`config.mk`:
```
export PLATFORM = sky130hd
export DESIGN_NAME = data_mem_ctrl_flat
export DESIGN_NICKNAME = d
export VERILOG_FILES = /design/src/rtl/data_mem_ctrl_if.sv /design/src/rtl/data_mem_ctrl.sv /design/src/flat_wrapper.sv
export SDC_FILE = /design/constraint.sdc
export NUM_CORES = 2
export LEC_CHECK = 0
export ABC_AREA = 0
export CORE_MARGIN = 2
export CORE_UTILIZATION = 37
export CTS_BUF_LIST = sky130_fd_sc_hd__clkbuf_4 sky130_fd_sc_hd__clkbuf_8 sky130_fd_sc_hd__clkbuf_16
export CTS_CLUSTER_DIAMETER = 30
export DETAILED_ROUTE_END_ITERATION = 16
export HOLD_SLACK_MARGIN = 0.1
export PLACE_DENSITY_LB_ADDON = 0.12
export SETUP_SLACK_MARGIN = 0.02
export SYNTH_ARGS = -nofsm -noshare
export SYNTH_HDL_FRONTEND = slang
export SYNTH_SLANG_ARGS = --single-unit
```
`constraint.sdc`:
```
create_clock -name clk -period 13.6 [get_ports clk]
set_input_delay 2.72 -clock clk [delete_from_list [all_inputs] [get_ports clk]]
set_output_delay 2.72 -clock clk [all_outputs]
set_load 0.01 [all_outputs]
```
`src/rtl/data_mem_ctrl_if.sv`:
```
// Request/response bus between the MEM stage and the data-memory controller.
`timescale 1ns/1ps
interface data_mem_ctrl_if;
  logic        req_valid;
  logic        req_ready;
  logic        req_we;
  logic [1:0]  req_size;
  logic        req_unsigned;
  logic [31:0] req_addr;
  logic [31:0] req_wdata;
  logic        rsp_valid;
  logic [31:0] rsp_rdata;
  logic        rsp_err;

  modport master (
    output req_valid, req_we, req_size, req_unsigned, req_addr, req_wdata,
    input  req_ready, rsp_valid, rsp_rdata, rsp_err
  );

  modport slave (
    input  req_valid, req_we, req_size, req_unsigned, req_addr, req_wdata,
    output req_ready, rsp_valid, rsp_rdata, rsp_err
  );
endinterface

```
`src/rtl/data_mem_ctrl.sv`:
```
// Data-memory controller: byte/half/word access with extension, wait states,
// alignment/range faults, zero-clear after reset and a debug read port.
`timescale 1ns/1ps
module data_mem_ctrl #(
  parameter int DEPTH          = 64,
  parameter int WAIT_CYCLES    = 1,
  parameter int CLEAR_ON_RESET = 1,
  localparam int AW            = $clog2(DEPTH)
) (
  input  logic              clk,
  input  logic              rst_n,
  data_mem_ctrl_if.slave    bus,
  output logic              busy,
  input  logic [AW-1:0]     dbg_addr,
  output logic [31:0]       dbg_data
);

  typedef enum logic [1:0] {INIT, IDLE, WAIT, RESP} state_t;
  localparam state_t RST_STATE = (CLEAR_ON_RESET != 0) ? INIT : IDLE;

  state_t        state, state_nxt;
  logic [31:0]   mem [DEPTH];
  logic [AW-1:0] init_cnt;
  logic [3:0]    wait_cnt;

  logic          cap_we, cap_uns;
  logic [1:0]    cap_size;
  logic [31:0]   cap_addr, cap_wdata;

  logic          cur_we, cur_uns;
  logic [1:0]    cur_size;
  logic [31:0]   cur_addr, cur_wdata;
  logic [AW-1:0] idx;
  logic [31:0]   word, wd, ext;
  logic [7:0]    byte_v;
  logic [15:0]   half_v;
  logic [3:0]    be;
  logic          err, accept, commit, mem_we, init_we;

  assign bus.req_ready = (state == IDLE);
  assign busy          = (state != IDLE);
  assign accept        = (state == IDLE) && bus.req_valid;
  assign dbg_data      = mem[dbg_addr];

  // State register
  always_ff @(posedge clk or negedge rst_n) begin
    if (!rst_n) state <= RST_STATE;
    else        state <= state_nxt;
  end

  // Next-state logic
  always_comb begin
    state_nxt = state;
    case (state)
      INIT: if (init_cnt == AW'(DEPTH - 1)) state_nxt = IDLE;
      IDLE: if (bus.req_valid) state_nxt = (WAIT_CYCLES > 0) ? WAIT : RESP;
      WAIT: if (wait_cnt == 4'(WAIT_CYCLES - 1)) state_nxt = RESP;
      RESP: state_nxt = IDLE;
      default: state_nxt = RST_STATE;
    endcase
  end

  // Commit on the edge entering RESP; with no wait states that is the accept
  // edge itself, so the live bus is used instead of the captured copy.
  always_comb begin
    if (state == IDLE) begin
      cur_we    = bus.req_we;
      cur_size  = bus.req_size;
      cur_uns   = bus.req_unsigned;
      cur_addr  = bus.req_addr;
      cur_wdata = bus.req_wdata;
    end else begin
      cur_we    = cap_we;
      cur_size  = cap_size;
      cur_uns   = cap_uns;
      cur_addr  = cap_addr;
      cur_wdata = cap_wdata;
    end
    commit  = (state_nxt == RESP);
    err     = (cur_size == 2'b11)
            | ((cur_size == 2'b01) & cur_addr[0])
            | ((cur_size == 2'b10) & (|cur_addr[1:0]))
            | (|(cur_addr >> (AW + 2)));
    mem_we  = rst_n && commit && cur_we && !err;
    init_we = rst_n && (state == INIT);
  end

  // Lane selection for stores and extraction/extension for loads
  always_comb begin
    idx    = cur_addr[AW+1:2];
    word   = mem[idx];
    byte_v = word[{cur_addr[1:0], 3'b000} +: 8];
    half_v = word[{cur_addr[1], 4'b0000} +: 16];
    case (cur_size)
      2'b00: begin
        be  = 4'b0001 << cur_addr[1:0];
        wd  = {4{cur_wdata[7:0]}};
        ext = cur_uns ? {24'h0, byte_v} : {{24{byte_v[7]}}, byte_v};
      end
      2'b01: begin
        be  = cur_addr[1] ? 4'b1100 : 4'b0011;
        wd  = {2{cur_wdata[15:0]}};
        ext = cur_uns ? {16'h0, half_v} : {{16{half_v[15]}}, half_v};
      end
      default: begin
        be  = 4'b1111;
        wd  = cur_wdata;
        ext = word;
      end
    endcase
  end

  // Counters, request capture and registered response
  always_ff @(posedge clk or negedge rst_n) begin
    if (!rst_n) begin
      init_cnt      <= '0;
      wait_cnt      <= '0;
      cap_we        <= 1'b0;
      cap_size      <= '0;
      cap_uns       <= 1'b0;
      cap_addr      <= '0;
      cap_wdata     <= '0;
      bus.rsp_valid <= 1'b0;
      bus.rsp_rdata <= '0;
      bus.rsp_err   <= 1'b0;
    end else begin
      if (state == INIT) init_cnt <= init_cnt + 1'b1;
      if (state == WAIT) wait_cnt <= (state_nxt == RESP) ? '0 : wait_cnt + 1'b1;
      if (accept) begin
        cap_we    <= bus.req_we;
        cap_size  <= bus.req_size;
        cap_uns   <= bus.req_unsigned;
        cap_addr  <= bus.req_addr;
        cap_wdata <= bus.req_wdata;
      end
      bus.rsp_valid <= commit;
      if (commit) begin
        bus.rsp_err   <= err;
        bus.rsp_rdata <= (cur_we || err) ? '0 : ext;
      end
    end
  end

  // Memory array: zero-clear during INIT, byte-lane store on commit
  always_ff @(posedge clk) begin
    if (init_we) begin
      mem[init_cnt] <= '0;
    end else if (mem_we) begin
      for (int unsigned b = 0; b < 4; b++)
        if (be[b]) mem[idx][b*8 +: 8] <= wd[b*8 +: 8];
    end
  end

endmodule
```
`src/flat_wrapper.sv`:
```
// flat-port wrapper written by rule: the top's interface ports become plain ports
module data_mem_ctrl_flat 
#(
  parameter int DEPTH          = 64,
  parameter int WAIT_CYCLES    = 1,
  parameter int CLEAR_ON_RESET = 1,
  localparam int AW            = $clog2(DEPTH)
)
  (clk, rst_n, busy, dbg_addr, dbg_data, bus_req_valid, bus_req_we, bus_req_size, bus_req_unsigned, bus_req_addr, bus_req_wdata, bus_req_ready, bus_rsp_valid, bus_rsp_rdata, bus_rsp_err);
  data_mem_ctrl_if bus_i ();
  input  logic clk;
  input  logic rst_n;
  output logic busy;
  input  logic [AW-1:0] dbg_addr;
  output logic [31:0] dbg_data;
  input wire logic [$bits(bus_i.req_valid)-1:0] bus_req_valid;
  input wire logic [$bits(bus_i.req_we)-1:0] bus_req_we;
  input wire logic [$bits(bus_i.req_size)-1:0] bus_req_size;
  input wire logic [$bits(bus_i.req_unsigned)-1:0] bus_req_unsigned;
  input wire logic [$bits(bus_i.req_addr)-1:0] bus_req_addr;
  input wire logic [$bits(bus_i.req_wdata)-1:0] bus_req_wdata;
  output wire logic [$bits(bus_i.req_ready)-1:0] bus_req_ready;
  output wire logic [$bits(bus_i.rsp_valid)-1:0] bus_rsp_valid;
  output wire logic [$bits(bus_i.rsp_rdata)-1:0] bus_rsp_rdata;
  output wire logic [$bits(bus_i.rsp_err)-1:0] bus_rsp_err;
  assign bus_i.req_valid = bus_req_valid;
  assign bus_i.req_we = bus_req_we;
  assign bus_i.req_size = bus_req_size;
  assign bus_i.req_unsigned = bus_req_unsigned;
  assign bus_i.req_addr = bus_req_addr;
  assign bus_i.req_wdata = bus_req_wdata;
  assign bus_req_ready = bus_i.req_ready;
  assign bus_rsp_valid = bus_i.rsp_valid;
  assign bus_rsp_rdata = bus_i.rsp_rdata;
  assign bus_rsp_err = bus_i.rsp_err;
  data_mem_ctrl #(.DEPTH(DEPTH), .WAIT_CYCLES(WAIT_CYCLES), .CLEAR_ON_RESET(CLEAR_ON_RESET)) u_core (.clk(clk), .rst_n(rst_n), .bus(bus_i), .busy(busy), .dbg_addr(dbg_addr), .dbg_data(dbg_data));
endmodule
```
# ---- Yosys cells after proc, flatten, opt, wreduce, memory -nomap -nowiden
# Memory sizes are Yosys's and may differ from the RTL's.
# Index checks and enable logic that the tools add are counted.
dict set report op_classes {
  n_div 0
  bitwise_logic 5
  n_reduce_logical 13
  shifts 3
  n_mul 0
  n_lt_le_gt_ge 0
  mux 38
  add_sub_neg 2
  n_eq_ne 9
}
# op n
set ops {}
lappend ops {{32-bit 2-to-1 mux} 6}
lappend ops {{32-bit case mux with 2 select lines} 2}
lappend ops {{32-bit OR reduction} 1}
lappend ops {{32-bit by 6-bit indexed part select with 16-bit output} 1}
lappend ops {{32-bit by 6-bit indexed part select with 8-bit output} 1}
lappend ops {{24-bit OR reduction} 1}
lappend ops {{1-bit 2-to-1 mux} 20}
lappend ops {{4-bit 2-to-1 mux} 3}
lappend ops {{2-bit == test, second input constant} 5}
lappend ops {{2-bit 2-to-1 mux} 4}
lappend ops {{2-bit case mux with 4 select lines} 1}
lappend ops {{4-bit case mux with 2 select lines} 1}
lappend ops {{6-bit by 1-bit adder with 6-bit output, second input constant} 1}
lappend ops {{6-bit == test, second input constant} 1}
lappend ops {{6-bit 2-to-1 mux} 1}
lappend ops {{1-bit logical AND} 5}
lappend ops {{4-bit by 1-bit adder with 4-bit output, second input constant} 1}
lappend ops {{2-bit by 1-bit == test with 1-bit output, second input constant} 2}
lappend ops {{2-bit zero test} 2}
lappend ops {{4-bit zero test} 1}
lappend ops {{1-bit by 2-bit left shift with 4-bit output, first input constant} 1}
lappend ops {{1-bit OR} 3}
lappend ops {{1-bit bitwise AND} 2}
lappend ops {{2-bit by 1-bit != test with 1-bit output, second input constant} 1}
lappend ops {{3 further kinds} 3}
dict set report totals {
  mem_count 1
  output_inout_bits 68
  latch_bits 0
  rom_bits 0
  elab_cells 82
  ramBits 2048
  inputBits 77
  ff_bits 114
}
# memory words word_bits read_ports rd_clocked_by_memory_dff wr line_no
set mem_list {}
lappend mem_list {u_core.mem 64 32 2 0 1 data_mem_ctrl.sv:22} ;# logic [31:0] mem [DEPTH];

# ---- Depth between registers and ports, before layout
dict set report depth {
  depth_word 14
  ltp_mapped 17
  depth_no_buf 12
}

# ---- Worst setup path before layout
# No wires, ideal clock.
dict set report synth_timing {
  path_type {input -> output}
  start {in dbg_addr[0]}
  end {out dbg_data[30]}
  arrival_ps 5415
  n_path_buf 4
  slack_ps 5465
  t_required_ps 10880
  stages 7
  path_cell_list {clkbuf_1 buf_2 buf_1 clkbuf_1 mux4_2 mux4_2 mux4_2}
}
dict set report synth_via {
  elab_chain_cells 1
}
# item line_no
set synth_lines {}
lappend synth_lines {{start, declared} flat_wrapper.sv:14} ;# input logic [AW-1:0] dbg_addr;
lappend synth_lines {{memory read 64 x 32 bit} n/a}
lappend synth_lines {{end, declared} flat_wrapper.sv:15} ;# output logic [31:0] dbg_data;
# No other way between the ends.

# ---- Final worst setup path
dict set report layout_timing {
  start {in dbg_addr[1]}
  end {out dbg_data[16]}
}
# Same word-level chain as after synthesis.

==> results list <==
* Failing checks: max-slew violations
- Switching power share of the total: 40.4%
* Total wire length after detailed routing: 429000 um
- Minimum clock period: 9450 ps
- Max-slew violation count: 53
* Category of the worst setup path launch point: primary input
- Number of ports placed on the die boundary: 145
* Final setup violation count: 0
- Across all layers, the routed design uses 75200 vias.
- Excluding fillers, the count of instances in the completed layout stands at 12000.
* Maximum Capacitance Violations: 0
- Along the worst hold path, the cell count comes to 1.
- Synth warn: 0
- Final Skew: 63.2 ps
- The run finished, with violations left.
- Clock tree from TritonCTS: built
- Vias per inst: 6.29
- STA puts the critical path data required time at 10880 ps.
* Max Buffers Root-to-Sink: 4
* Floorplan row count: 195
- Worst rel slew slack: -4.41%
- Leakage power: 41.2 nW
* Synth async-reset ratio: 5.27%
- Tot Pwr: 31.0 mW
* Delay-heaviest family, CP: buffers and inverters
- Routability-driven placement finished with a final weighted congestion of 0.870.
- The first routing iteration left 11100 violations.
- After routing, the total negative slack on setup checks comes to 0 ps.
- After clock tree synthesis, the clock-pin slew on the worst setup and hold paths is 50 ps.
* Portion of the post-synthesis area used by sequential elements: 61.1%
* DP HPWL: 267000 um
- Layout overhead on the synthesized area: 22.2%
- After detailed routing, the average wire length per cell comes to 35.8 um.
- Once the floorplan was initialized, standard cells occupied 37.2% of the core.
* Proportion of power drawn by combinational gates: 36.6%
* Cell count after placement: 11100
* Syn Area/Cell: 14.2 um^2
- The sequential cells in the finished layout cover a total of 0.0644 mm^2.
* Post-route antenna net violation count: 0
- The clock reaches the later pin of the worst-skew pair after 960 ps.
- The die is 538 um wide.
- After detailed routing, the number of remaining DRC violations is 0.
- Before antenna repair, the detailed router went through 6 iterations.
* Final number of hold-violating endpoints: 0
- Sequence of cells on the critical path: buf_8 -> buf_4 -> mux4_2 -> mux4_2 -> mux2i_1 -> o21ai_1 -> buf_4 -> clkdlybuf4s50_1
* Crit. End Element: output pin
* Flop pwr share: 25.1%
- The synthesized netlist contains 98 unique library cells.
- Remaining Overflow, GRT: 0
- Peak per-stage delay on the critical path: 820 ps
- Post-CTS timing repair inserted 0 buffers for setup.
* Achievable clock frequency: 106 MHz
- At the pin with the least slew margin, the transition time is 1570 ps.
* Largest net degree at the start of global routing: 149
* Clk network pwr share: 38.3%
- In this run the most critical hold path is launched from u_core.wait_cnt[3].
- After the last flow step, the layout net total stands at 7868.
- RSZ-0062 raised after global routing: false
- Together, buffers and inverters on the worst path number 4.
- In this run the power density over the cells is 241 mW/mm^2.
- Die footprint: 0.289 mm^2
- The H-tree generated during clock tree synthesis spans 5 levels.
- Post-place instance area: 0.112 mm^2
- Share of the clock period used by the worst path: 69.5%
* Design Area, Final: 0.129 mm^2
- Counting the fill cells in the layout gives 24600.
* Number of synthesized register bits: 2162
* Total clock sinks: 2162
- The first global-routing pass estimated 589000 um of wire.
- Post-synthesis instance area: 0.105 mm^2
- The path with the worst hold slack has its endpoint at u_core.wait_cnt[3].
* Share of cells above drive strength 1: 26.9%
- Most frequently used flop master after synthesis: edfxtp_1
- Number of enable flip-flop cells after synthesis: 2048
- Along the worst path, the maximum fanout reaches 58.
- Once the clock tree was built, the resizer swapped 0 gates to a different size.
- Library cell contributing the largest single delay on the critical path: buf_4
- The number of hold buffers added after CTS was 0.
- Signal arrival time at the worst endpoint: 6730 ps
* Reg2Reg Setup Slack: 6530 ps
* Critical path start-end classification: in2out
- Input and output buffers added on the ports amount to 144.
- Largest voltage drop on the vdd net: 0.243 mV
* NetSw: 12.5 mW
- Buffer type at the clock tree root: clkbuf_16
* Length in cells of the worst reg-to-reg path: 13
* Design internal power: 18.5 mW
- Overall fraction of global-route tracks in use: 29.2%
- The number of global-route vias before repair is 72800.
- The worst register-to-register path ends at u_core.mem[20][25].
- Vert. Die Dim: 538 um
* Startpoint of the lowest-slack register-to-register path: u_core.state[0]
* Class of the tightest hold or removal check: reg2reg
- Counting the buffers created by CTS gives 476.
* Cell count after synthesis: 7424
- The number of antenna violations at the first check in global routing came to 34.
- Fin util: 45.5%
- Area of combinational cells with multiple inputs: 0.0384 mm^2
* Area of the core: 0.283 mm^2
- Post-Synthesis Net Count: 7504
[per-stage QoR]
stage                     worst slack, ps  hold WS [ps]
after floorplan                      5470           437
after global placement               3980           454
after detailed placement             4230           471
after CTS                            4220           485
after global routing                 4150           497
final                                4150           486
[layout by cell type, fill, tap and decap left out, types with 56 or more instances in the layout]
cell type	Yosys	layout
o21ai_0	78	76
clkinv_2	0	62
a311oi_1	122	114
a31oi_1	134	131
clkdlybuf4s50_1	0	136
a32oi_1	84	84
and3_1	79	79
nand2_1	1527	1523
nor3_1	191	168
dfrtp_1	114	113
nor2_1	271	237
a21oi_1	108	107
nand4_1	104	104
mux4_2	700	700
mux2i_1	242	234
clkinvlp_4	0	56
buf_4	102	363
bufinv_16	0	65
nand3_1	420	418
clkbuf_16	0	485
clkinv_4	0	56
edfxtp_1	2048	2048
mux2_2	83	82
[power by group through the flow]
| stage | combinational, mW | sequential, mW | clock [mW] |
|---|---|---|---|
| 2_1_floorplan | 6.49 | 7.82 | 0 |
| 3_3_place_gp | 11.0 | 7.89 | 0 |
| 3_5_place_dp | 11.1 | 7.90 | 0 |
| 4_1_cts | 11.1 | 7.78 | 12.0 |
| 5_1_grt | 11.7 | 7.82 | 12.3 |
| 6_report | 11.3 | 7.79 | 11.9 |
[logic make-up after synthesis]
group | share of synthesized area (%)
adder cells (fa/ha/maj) | 0.0356
AND/OR/NAND/NOR | 11.4
flip-flops | 61.1
AO/OA/AOI/OAI | 5.88
buffers and inverters | 3.22
XOR/XNOR | 0.0499
multiplexers | 18.3
[synth_stat cells (all sizes together), types with 5 or more instances]
cell,number,area (um^2)
a2111oi,5,45.0
a211oi,62,470
a21oi,109,549
a221oi,20,175
a22o,8,70.1
a22oi,40,300
a311oi,122,1070
a31oi,135,860
a32o,5,50.1
a32oi,84,736
and3,79,494
buf,437,2590
clkbuf,200,751
dfrtp,114,2850
edfxtp,2048,61500
inv,12,50.1
mux2,86,976
mux2i,248,2520
mux4,701,15800
nand2,1527,5730
nand2b,16,103
nand3,421,2110
nand3b,7,65.1
nand4,104,651
nor2,276,1050
nor2b,14,87.6
nor3,221,1260
nor4,24,171
o211a,36,360
o211ai,36,270
o21a,9,67.6
o21ai,91,474
o221ai,14,123
o22ai,19,125
o311ai,7,61.3
o31ai,7,71.3
o32ai,11,96.3
or2,10,62.6
or3,8,50.1
[area by class of cell]
type | instances | area share [%]
flip-flops and latches | 2162 | 50.0
clock buffers | 546 | 9.82
repair buffers | 523 | 3.50
inverters | 12 | 0.0408
clock inverters | 349 | 3.15
diodes | 10 | 0.0194
well taps | 3743 | 3.64
multi-input cells | 4613 | 29.8
[how the worst max path moves through the flow]
| stage | startpoint | to | slack, ps | cells after the start |
|---|---|---|---|---|
| finish | dbg_addr[1] | dbg_data[16] | 4150 | 8 |
| global route | dbg_addr[1] | dbg_data[16] | 4150 | 8 |
| CTS | dbg_addr[1] | dbg_data[16] | 4220 | 8 |
| detailed placement | dbg_addr[1] | dbg_data[16] | 4230 | 8 |
| global placement | dbg_addr[0] | dbg_data[23] | 3980 | 7 |
| floorplan | dbg_addr[0] | dbg_data[30] | 5470 | 7 |
[layer usage]
layer  track usage [%]  up-vias  wire length (um)
met3              5.85      910             42300
met2              45.0     4848            195000
met1              39.1    39200            168000
li1                  -    30300                 -
met4              14.9       18             23400
met5                 0        -               114
[state kept, by name, summed over array words and instances (netlist names), 2 cells and up]
| register | count |
|---|---|
| u_core.wait_cnt | 4 |
| u_core.cap_size | 2 |
| u_core.state | 2 |
| u_core.cap_addr | 32 |
| u_core.bus.rsp_rdata | 32 |
| u_core.init_cnt | 6 |
| u_core.cap_wdata | 32 |
| u_core.mem | 2048 |
[worst register-to-register path, delay by kind of cell (launching register included)]
kind,cells,cell delay [ps]
AND/OR/NAND/NOR,4,2450
buffers and inverters,5,2230
AO/OA/AOI/OAI,3,1030
flip-flops,1,680
multiplexers,1,370
(Power assumes the default switching activity.)
